[src/rtl/shift_pkg.sv]
// Shared types for the WISC shift/rotate execute stage: op encodings, stage records, widths.
package shift_pkg;

    localparam int SHIFT_AMT_W  = 4;
    localparam int SHIFT_DATA_W = 16;
    // Tags wider than this are truncated inside the pipeline.
    localparam int SHIFT_TAG_W  = 3;

    typedef enum logic [1:0] {
        OP_ROL = 2'b00,
        OP_SLL = 2'b01,
        OP_ROR = 2'b10,
        OP_SRL = 2'b11
    } shift_op_t;

    typedef struct packed {
        logic                    valid;
        logic [SHIFT_AMT_W-1:0]  ramt;
        logic [SHIFT_DATA_W-1:0] mask;
        logic [SHIFT_DATA_W-1:0] data;
        logic [SHIFT_TAG_W-1:0]  tag;
        logic                    err;
    } s1_t;

    typedef struct packed {
        logic                    valid;
        logic [SHIFT_DATA_W-1:0] data;
        logic [SHIFT_TAG_W-1:0]  tag;
        logic                    err;
    } s2_t;

    // Right-going shifts reuse the left rotator with amount (16 - amt) mod 16.
    function automatic logic [SHIFT_AMT_W-1:0] neg_amt(input logic [SHIFT_AMT_W-1:0] amt);
        return ~amt + 4'd1;
    endfunction

endpackage

[src/rtl/rotl16_mask.sv]
// Combinational 16-bit left rotate by ramt followed by an AND with mask.
module rotl16_mask
    import shift_pkg::*;
(
    input  logic [SHIFT_DATA_W-1:0] data,
    input  logic [SHIFT_AMT_W-1:0]  ramt,
    input  logic [SHIFT_DATA_W-1:0] mask,
    output logic [SHIFT_DATA_W-1:0] result
);

    logic [SHIFT_DATA_W-1:0] rotated;

    // A right shift by 16 yields zero, which covers ramt = 0 without a special case.
    assign rotated = (data << ramt) | (data >> (5'd16 - {1'b0, ramt}));
    assign result  = rotated & mask;

endmodule

[src/rtl/shift_exec_stage.sv]
// Two-stage shift/rotate execute unit (decode -> rotate+mask) with valid/ready handshake.
// Define SHIFT_ROR_EN to implement ROR; otherwise ROR retires with out_data = 0, out_err = 1.
module shift_exec_stage
    import shift_pkg::*;
#(
    parameter int WIDTH = 16,
    parameter int TAG_W = 3
) (
    input  logic             clk,
    input  logic             rst_n,
    input  logic             flush,
    input  logic             in_valid,
    output logic             in_ready,
    input  logic [1:0]       in_op,
    input  logic [WIDTH-1:0] in_data,
    input  logic [3:0]       in_amt,
    input  logic [TAG_W-1:0] in_tag,
    output logic             out_valid,
    input  logic             out_ready,
    output logic [WIDTH-1:0] out_data,
    output logic [TAG_W-1:0] out_tag,
    output logic             out_err
);

    s1_t                     s1_q, s1_d;
    s2_t                     s2_q, s2_d;
    logic                    adv1, adv2, accept;
    logic [SHIFT_DATA_W-1:0] rot_result;

    // No skid buffer: in_ready is combinational from out_ready.
    assign adv2     = !s2_q.valid || out_ready;
    assign adv1     = !s1_q.valid || adv2;
    assign in_ready = adv1 && !flush;
    assign accept   = in_valid && in_ready;

    always_comb begin
        // NOTE: every field gets a default before the case so no latch is inferred.
        s1_d.valid = accept;
        s1_d.data  = SHIFT_DATA_W'(in_data);
        s1_d.tag   = SHIFT_TAG_W'(in_tag);
        s1_d.ramt  = in_amt;
        s1_d.mask  = '1;
        s1_d.err   = 1'b0;
        case (shift_op_t'(in_op))
            OP_ROL: ;
            OP_SLL: s1_d.mask = 16'hFFFF << in_amt;
            OP_SRL: begin
                s1_d.ramt = neg_amt(in_amt);
                s1_d.mask = 16'hFFFF >> in_amt;
            end
            OP_ROR: begin
`ifdef SHIFT_ROR_EN
                s1_d.ramt = neg_amt(in_amt);
`else
                s1_d.mask = '0;
                s1_d.err  = 1'b1;
`endif
            end
            default: ;
        endcase
    end

    rotl16_mask u_rotl16_mask (
        .data   (s1_q.data),
        .ramt   (s1_q.ramt),
        .mask   (s1_q.mask),
        .result (rot_result)
    );

    assign s2_d = '{valid: s1_q.valid, data: rot_result, tag: s1_q.tag, err: s1_q.err};

    always_ff @(posedge clk or negedge rst_n) begin
        if (!rst_n) begin
            // NOTE: payload registers are reset too, since out_data/out_tag/out_err must read 0 in reset.
            s1_q <= '0;
            s2_q <= '0;
        end else if (flush) begin
            // NOTE: non-blocking so both stages update from pre-edge values.
            s1_q.valid <= 1'b0;
            s2_q.valid <= 1'b0;
        end else begin
            if (adv2) s2_q <= s2_d;
            if (adv1) s1_q <= s1_d;
        end
    end

    assign out_valid = s2_q.valid;
    assign out_data  = WIDTH'(s2_q.data);
    assign out_tag   = TAG_W'(s2_q.tag);
    assign out_err   = s2_q.err;

endmodule

[config.mk]
export PLATFORM = sky130hd
export DESIGN_NAME = shift_exec_stage
export DESIGN_NICKNAME = d
export VERILOG_FILES = /design/src/rtl/shift_pkg.sv /design/src/rtl/rotl16_mask.sv /design/src/rtl/shift_exec_stage.sv
export SDC_FILE = /design/constraint.sdc
export NUM_CORES = 1
export LEC_CHECK = 0
export BUFFER_PORTS_ARGS = -buffer_cell sky130_fd_sc_hd__buf_2
export CAP_MARGIN = 20
export CORE_UTILIZATION = 60
export CTS_BUF_LIST = sky130_fd_sc_hd__clkbuf_4 sky130_fd_sc_hd__clkbuf_8
export DETAILED_ROUTE_END_ITERATION = 12
export GPL_TIMING_DRIVEN = 0
export PLACE_DENSITY = 0.82
export SETUP_SLACK_MARGIN = 0.15
export SLEW_MARGIN = 25
export SYNTH_ARGS = -nofsm -noshare
export SYNTH_HDL_FRONTEND = slang
export SYNTH_SLANG_ARGS = --single-unit
[constraint.sdc]
create_clock -name clk -period 8.35 [get_ports clk]
set_input_delay 1.2525 -clock clk [delete_from_list [all_inputs] [get_ports clk]]
set_output_delay 1.2525 -clock clk [all_outputs]
set_load 0.02 [all_outputs]
==> results.cfg, run 1 <==
[run_status]
status = finished, final reports clean

[die]
die_area_mm2 = 0.00766
rows = 30
die_x_um = 87.5
dieHeight_um = 87.5
core_area_mm2 = 0.00694
io-pin-count = 52
floorplan.initialDensity_pct = 63.2

[pwr]
p_per_area_mw_per_mm2 = 216
p_leak_nw = 2.25
ir_drop_uv = 159

[placement]
portBuffers = 51
place_hpwl_um = 9690
dp_cells = 625
gp_congestion = 1.01

[sta]
period_needed_ns = 4.31
tightest_slew_ns = 0.776
post-route-period-util_pct = 51.6
max_freq_mhz = 232
setup_viol = 0
finalHoldViolCount = 0
rsz0062_at_grt = false
relSlewSlack_pct = 48.3
slew_viol_final = 0
hold_ws_ns = 0.469
clock_skew_ns = 0.00950
final.setup.tns_ns = 0

[clocking]
cts_tree = built
numCtsBuffers = 9
cts_setup_buffers = 0
clock_path_buffers = 2
cts_resized = 0
postCtsHoldBufs = 0
clock_sinks = 62
clkTransAtPathRegs_ns = 0.07
insertion_delay_ns = 0.34
cts-root-buf = clkbuf_8
cts_max_level = 3

[logic_synthesis]
synth_flop_cell = dfrtp_1
synth_edf_count = 0
synth_warnings = 0
syn_inst = 478
yosys-top-cells-count = dfrtp_1, nor2_1, nand2_1
yosysTopAreaCell = dfrtp_1
synth_top_area_share_pct = 35.3
ys_ff_latch = 62
synth_nets = 513
synth_most_common_cell = dfrtp_1
syn_area_per_cell_um2 = 9.19
synthTopCellsByArea = dfrtp_1, mux2i_1, mux2_2, mux4_2, a21oi_1
seq_area_frac_synth_pct = 35.3
synth-async-reset-ratio_pct = 100
synth.distinct_cells = 59
netlist_area_mm2 = 0.00439

[global_route]
grt_pass1_wl_um = 21000
grt_use_total_pct = 37.3
antenna_found_initial = 0
gr-total-overflow = 0
grt_max_degree = 63
grt_pass1_vias = 3850

[layout]
area_delta_synth_final_pct = 13.2
antennaDiodeCount = 0
drive_gt1_share_pct = 25.1
final_cells = 641
fin_nets = 575

[routing]
dr.pass1.iters = 6
vias = 4251
vias_per_cell = 6.63
drtIter0Drc = 580
drt-total-wl_um = 13500
wl_per_cell_um = 21.0
drc = 0
antenna_left = 0

[min_path]
hp-class = reg2reg

[setup_path]
worstSetupStartpointType = primary input
endpoint_kind = output port
critPathRequiredTime_ns = 7.10
crit_fanout = 10
crit_type = in2out
arrival_ns = 3.06

[flow_run]
cap_viol_max_count = 0
-- layout by cell type (no fill, tap or decap), drive strengths merged, types with 3 or more instances in the layout --
master / n
inv: 13
nand2: 52
nor2b: 7
o21ai: 26
and2: 3
o32ai: 3
nand2b: 5
a211oi: 7
ha: 5
a21oi: 51
buf: 72
nor2: 56
o22ai: 3
clkinv: 4
nor3: 7
mux2: 34
o211ai: 3
a31oi: 7
clkbuf: 28
a2bb2oi: 3
mux4: 14
mux2i: 36
o21a: 3
dfrtp: 62
nand3: 6
nand3b: 3
-- final timing paths --
kind | depth (start not counted) | slack, ns | endpoint | startpoint
worst max-delay path | 6 | 4.04 | in_ready | out_ready
worst min-delay path | 2 | 0.47 | out_tag[1] | s1_q[2]
worst max register to register | 12 | 5.09 | out_data[11] | s1_q[37]
worst min register to register | 2 | 0.47 | out_tag[1] | s1_q[2]
max in group asynchronous | 1 | 6.85 | out_data[6] | rst_n
min in group asynchronous | 1 | 0.95 | s1_q[9] | rst_n
-- report_power, final --
part / internal, mW / switching (mW) / leakage [nW]
logic: 0.168 / 0.243 / 1.40
clock network: 0.150 / 0.129 / 0.107
registers: 0.344 / 0.0398 / 0.739
total: 0.662 / 0.412 / 2.25
-- registers in the layout (all words and copies together), names as in the netlist --
| signal | cells |
|---|---|
| out_tag | 3 |
| s1_q | 41 |
| out_err | 1 |
| out_data | 16 |
| out_valid | 1 |
-- kinds of logic after synthesis --
group	synth area share (%)
AOI/OAI and AO/OA	17.9
muxes	24.3
DFF	35.3
adders and majority gates	1.42
buffers and inverters	5.30
and+or+nand+nor	14.5
xor gates and xnor gates	1.25
-- metrics by stage --
step / area [um^2] / util, % / setup WS (ns) / total power [mW]
6_report: 4970 / 71.6 / 4.04 / 1.07
5_1_grt: 4970 / 71.6 / 3.87 / 1.12
4_1_cts: 4970 / 71.6 / 4.02 / 1.06
3_5_place_dp: 4770 / 68.7 / 4.03 / 0.783
3_3_place_gp: 4770 / 68.6 / 4.07 / 0.774
2_1_floorplan: 4390 / - / 4.76 / 0.662
-- layer usage --
metal / wire length (um) / vias to the layer above / GRT usage, % / share of wire (%)
met3: 1520 / 36 / 10.2 / 11
met4: 306 / 2 / 11.8 / 2.3
met2: 5920 / 288 / 55.3 / 44
met1: 5670 / 2064 / 53.3 / 42
li1: - / 1861 / - / -
met5: 36 / - / 3.90 / 0.27
-- worst max-delay path: stages --
cell and delay (ns):
buf_2 0.08, nor2b_1 0.07, a21oi_1 0.59, buf_2 0.38, buf_1 0.43, buf_2 0.26
-- final cells by class --
class,instances,area [um^2]
Buffer,38,184
Clock buffer,11,145
Clock inverter,5,57.6
Fill cell,545,1970
Inverter,13,48.8
Multi-Input combinational cell,365,2610
Sequential cell,62,1550
Tap cell,96,120
Timing Repair Buffer,51,258
Note: power is estimated with default switching activity, not from simulation.
==> run 2: changes to the inputs <==
--- a/config.mk
+++ b/config.mk
@@ -7,11 +7,11 @@
 export LEC_CHECK = 0
 export BUFFER_PORTS_ARGS = -buffer_cell sky130_fd_sc_hd__buf_2
 export CAP_MARGIN = 20
-export CORE_UTILIZATION = 60
+export CORE_UTILIZATION = 55
 export CTS_BUF_LIST = sky130_fd_sc_hd__clkbuf_4 sky130_fd_sc_hd__clkbuf_8
 export DETAILED_ROUTE_END_ITERATION = 12
 export GPL_TIMING_DRIVEN = 0
-export PLACE_DENSITY = 0.82
+export PLACE_DENSITY = 0.79
 export SETUP_SLACK_MARGIN = 0.15
 export SLEW_MARGIN = 25
 export SYNTH_ARGS = -nofsm -noshare
==> constraint.sdc (replaced) <==
create_clock -name clk -period 3.95 [get_ports clk]
set_input_delay 0.5925 -clock clk [delete_from_list [all_inputs] [get_ports clk]]
set_output_delay 0.5925 -clock clk [all_outputs]
set_load 0.02 [all_outputs]
==> run 2 against run 1 <==
Setup slack lost 3.3 ns. Combinational power grew 110%. Register-to-register slack lost 4.4 ns. Routed wire length shrank 3.2%. Critical path type is now reg2reg. Largest power group unchanged.
==> results.cfg, run 2 (synthesis results as in run 1) <==
[layout]
layout_common_cells = buf_2, dfrtp_1, nor2_1
max_flop_register = s1_q
fin_nets = 575
largest_reg_flops = 41
drive_gt1_share_pct = 25.1
area_delta_synth_final_pct = 13.5
fillers = 648
antennaDiodeCount = 0
final_area_mm2 = 0.00498

[setup_path]
arrival_ns = 3.47
critical_path_cell_count = 9
cp_cell_sequence = buf_4, inv_2, buf_2, ha_1, buf_6, mux2_4, mux4_2, a221oi_1, a21oi_1
crit_slowest_cell = mux4_2
critPathRequiredTime_ns = 4.17
worstSetupStartpointType = flip-flop
endpoint_kind = flip-flop
slowest_delay_ns = 0.51
path_buf_inv = 4
crit_type = reg2reg
crit_fanout = 10
reg2reg_depth = 9
crit_family = buffers and inverters

[die]
core_area_mm2 = 0.00773
die_area_mm2 = 0.00834
rows = 32
die_x_um = 91.3
dieHeight_um = 91.3
io-pin-count = 52
floorplan.initialDensity_pct = 56.8

[sta]
tightest_slew_ns = 0.781
hold_ws_ns = 0.303
final.setup.tns_ns = 0
period_needed_ns = 3.25
max_freq_mhz = 308
post-route-period-util_pct = 82.2
setup_viol = 0
relSlewSlack_pct = 47.9
rsz0062_at_grt = false
clock_skew_ns = 0.00970
finalHoldViolCount = 0
slew_viol_final = 0

[pwr]
power_frac_comb_pct = 37.9
p_clk_share_pct = 26.5
p_leak_nw = 2.24
p_per_area_mw_per_mm2 = 457
internal_power_mw = 1.40
seq_power_share_pct = 35.6
p_switching_mw = 0.882
ir_drop_uv = 302
swShare_pct = 38.7

[global_route]
antenna_found_initial = 0
gr-total-overflow = 0
grt_pass1_vias = 3945
grt_max_degree = 63
grt_use_total_pct = 33.1
grt_pass1_wl_um = 21100

[routing]
vias = 4162
drc = 0
wl_per_cell_um = 20.1
antenna_left = 0
dr.pass1.iters = 5
vias_per_cell = 6.43
drt-total-wl_um = 13000
drtIter0Drc = 542

[clocking]
clock_sinks = 62
numCtsBuffers = 9
cts_max_level = 3
cts_setup_buffers = 0
cts_resized = 0
postCtsHoldBufs = 0
cts-root-buf = clkbuf_8
clock_path_buffers = 2
clkTransAtPathRegs_ns = 0.08
cts_tree = built
insertion_delay_ns = 0.36

[placement]
placed_cell_area_mm2 = 0.00478
portBuffers = 51
gp_congestion = 0.984
place_hpwl_um = 9560

[run_status]
status = finished, final reports clean

[flow_run]
cap_viol_max_count = 0

[min_path]
hp-class = in2async
## run 2: worst paths after layout
check | startpoint | end | slack, ns
worst max-delay path | s1_q[36] | out_data[9] | 0.70
worst min-delay path | rst_n | s1_q[14] | 0.30
worst min register to register | s1_q[0] | out_err | 0.47
max in group asynchronous | rst_n | out_data[0] | 3.13
worst max register to register | s1_q[36] | out_data[9] | 0.70
min in group clk | flush | out_valid | 0.44
## run 2: power groups by stage
stage	clock, mW	sequential, mW	combinational (mW)
global route	0.634	0.820	0.919
finish	0.604	0.811	0.862
detailed placement	0	0.819	0.839
floorplan	0	0.850	0.550
CTS	0.600	0.809	0.843
global placement	0	0.816	0.829
## run 2: cell type report
type                       count  area, um^2  share of cell area (%)
multi-input combinational    365        2610                    52.3
sequential                    62        1550                    31.1
timing repair buffer          51         258                    5.17
buffer                        38         184                    3.69
clock buffer                  10         138                    2.76
tap                          102         128                    2.56
clock inverter                 6        70.1                    1.41
inverter                      13        48.8                   0.979
## run 2: worst register-to-register path, delay by kind of cell (launching register included)
kind / cells / cell delay [ns]
mux: 2 / 0.84
flops: 1 / 0.44
compound gates: 2 / 0.59
buf+inv: 4 / 0.93
fa+ha+maj: 1 / 0.30
## run 2: metrics by stage
stage / power, mW / util (%) / setup slack [ns] / cells
after detailed placement: 1.66 / 61.8 / 0.851 / 631
after global placement: 1.64 / 61.8 / 0.869 / 631
final: 2.28 / 64.5 / 0.705 / 647
after global routing: 2.37 / 64.5 / 0.628 / 647
after CTS: 2.25 / 64.5 / 0.827 / 647
after floorplan: 1.40 / - / 1.26 / 478
## run 2: per-layer routing
metal  share of wire (%)  track usage (%)  up-vias
li1                    -                -     1862
met1                  43             48.4     1989
met2                  43             47.9      266
met3                  11             6.70       45
met4                 3.5             13.8        0
met5                   0                0        -
==> run 3: changes to the inputs <==
--- a/config.mk
+++ b/config.mk
@@ -7,11 +7,11 @@
 export LEC_CHECK = 0
 export BUFFER_PORTS_ARGS = -buffer_cell sky130_fd_sc_hd__buf_2
 export CAP_MARGIN = 20
-export CORE_UTILIZATION = 55
+export CORE_UTILIZATION = 60
 export CTS_BUF_LIST = sky130_fd_sc_hd__clkbuf_4 sky130_fd_sc_hd__clkbuf_8
 export DETAILED_ROUTE_END_ITERATION = 12
 export GPL_TIMING_DRIVEN = 0
-export PLACE_DENSITY = 0.79
+export PLACE_DENSITY = 0.82
 export SETUP_SLACK_MARGIN = 0.15
 export SLEW_MARGIN = 25
 export SYNTH_ARGS = -nofsm -noshare
==> constraint.sdc (replaced) <==
create_clock -name clk -period 3.3 [get_ports clk]
set_input_delay 0.495 -clock clk [delete_from_list [all_inputs] [get_ports clk]]
set_output_delay 0.495 -clock clk [all_outputs]
set_load 0.02 [all_outputs]
==> run 3 against run 2 <==
Clock-buffer cell count increased by 1. Clock skew about the same. Die area fell by 8.2%. Clock power grew 17%. Register-to-register slack worse by 0.51 ns. Sequential share of layout area is 0.28 points lower. Via count is 1.0% higher. Routed wire length rose by 3.5%. Combinational power up 24%.
==> results.cfg, run 3 (synthesis results as in run 1) <==
[run_status]
status = finished, final reports clean

[clocking]
cts_tree = built
cts_max_level = 3
clock_path_buffers = 2
clock_sinks = 62
cts-root-buf = clkbuf_8
numCtsBuffers = 9
clkTransAtPathRegs_ns = 0.08
insertion_delay_ns = 0.34
postCtsHoldBufs = 0

[setup_path]
crit_family = buffers and inverters
r2r_setup_slack_ns = 0.20
r2r-start = s1_q[36]
crit_slowest_cell = dfrtp_1
cp_cell_sequence = buf_4, inv_2, clkbuf_4, ha_1, buf_6, buf_2, mux4_2, mux2i_1, o22ai_1, a211oi_2, a21oi_1
slowest_delay_ns = 0.44
critPathRequiredTime_ns = 3.51
critPathLaunch = s1_q[36]
crit_type = reg2reg
crit_fanout = 10
endpoint_kind = flip-flop
arrival_ns = 3.31
worstSetupStartpointType = flip-flop
path_buf_inv = 5

[layout]
area_delta_synth_final_pct = 14.5
fillers = 539
antennaDiodeCount = 0
drive_gt1_share_pct = 26.4
max_flop_register = s1_q
layout_common_cells = dfrtp_1, buf_2, nor2_1
largest_reg_flops = 41
fin_nets = 579
final_common_cell = dfrtp_1

[die]
floorplan.initialDensity_pct = 63.2
io-pin-count = 52
rows = 30
die_area_mm2 = 0.00766
die_x_um = 87.5
dieHeight_um = 87.5
core_area_mm2 = 0.00694

[pwr]
p_leak_nw = 2.27
ir_drop_uv = 410
p_per_area_mw_per_mm2 = 545
finalPower_mw = 2.74

[routing]
drc = 0
dr.pass1.iters = 6
antenna_left = 0
drt-total-wl_um = 13500
vias_per_cell = 6.52
vias = 4205
drtIter0Drc = 591
wl_per_cell_um = 20.9

[global_route]
grt_pass1_wl_um = 21000
grt_max_degree = 63
gr-total-overflow = 0
grt-busiest-layer = met2
gr-usage-met1_pct = 53.3
grt_util_met3_pct = 10.2
met2_usage_pct = 55.3
grt_pass1_vias = 3850
antenna_found_initial = 0
grt_use_total_pct = 37.3

[sta]
finalHoldViolCount = 0
clock_skew_ns = 0.0101
final.setup.tns_ns = 0
rsz0062_at_grt = false
tightest_slew_ns = 0.781
slew_viol_final = 0
period_needed_ns = 3.10
max_freq_mhz = 322
post-route-period-util_pct = 94.0
relSlewSlack_pct = 48.0
setup_viol = 0
layout_setup_ws_ns = 0.199

[placement]
place_hpwl_um = 9690
place_ws_ns = 0.174
gp_congestion = 1.01
portBuffers = 51

[flow_run]
cap_viol_max_count = 0

[min_path]
hp-class = in2async
-- run 3: timing repair --
item / CTS / global route
setup buffers: 0 / 4
resized for setup: 0 / 7
setup endpoints to repair: 0 / 6
-- run 3: report_power, final --
part / internal (mW) / switching [mW]
clock: 0.380 / 0.325
sequential: 0.869 / 0.100
combinational: 0.444 / 0.624
-- run 3: per-layer routing --
metal,part of all wire (%),vias to the layer above
met5,0.27,-
met4,2.7,2
met3,11,47
met2,44,295
met1,42,1998
li1,-,1863
-- run 3: layout make-up --
class                   count  area (um^2)  share of cell area [%]
multi-input cells         365         2630                    52.2
flip-flops and latches     62         1550                    30.9
repair buffers             55          288                    5.72
plain buffers              38          191                    3.81
clock buffers              11          145                    2.89
well taps                  96          120                    2.39
clock inverters             5         57.6                    1.14
inverters                  13         48.8                   0.970
-- run 3: worst paths after layout --
path	cells after the start	to
max	11	out_data[11]
max in group asynchronous	1	out_data[0]
max reg2reg	11	out_data[11]
min in group clk	3	s1_q[40]
min	1	s1_q[9]
min reg2reg	2	out_tag[1]
-- run 3: metrics by stage --
step	area, um^2	std cells	hold slack [ns]	util, %
CTS	4970	641	0.257	71.6
finish	5030	645	0.204	72.4
global route	5030	645	0.298	72.4
detailed placement	4770	625	0.461	68.7
global placement	4770	625	0.446	68.6
floorplan	4390	478	0.199	-
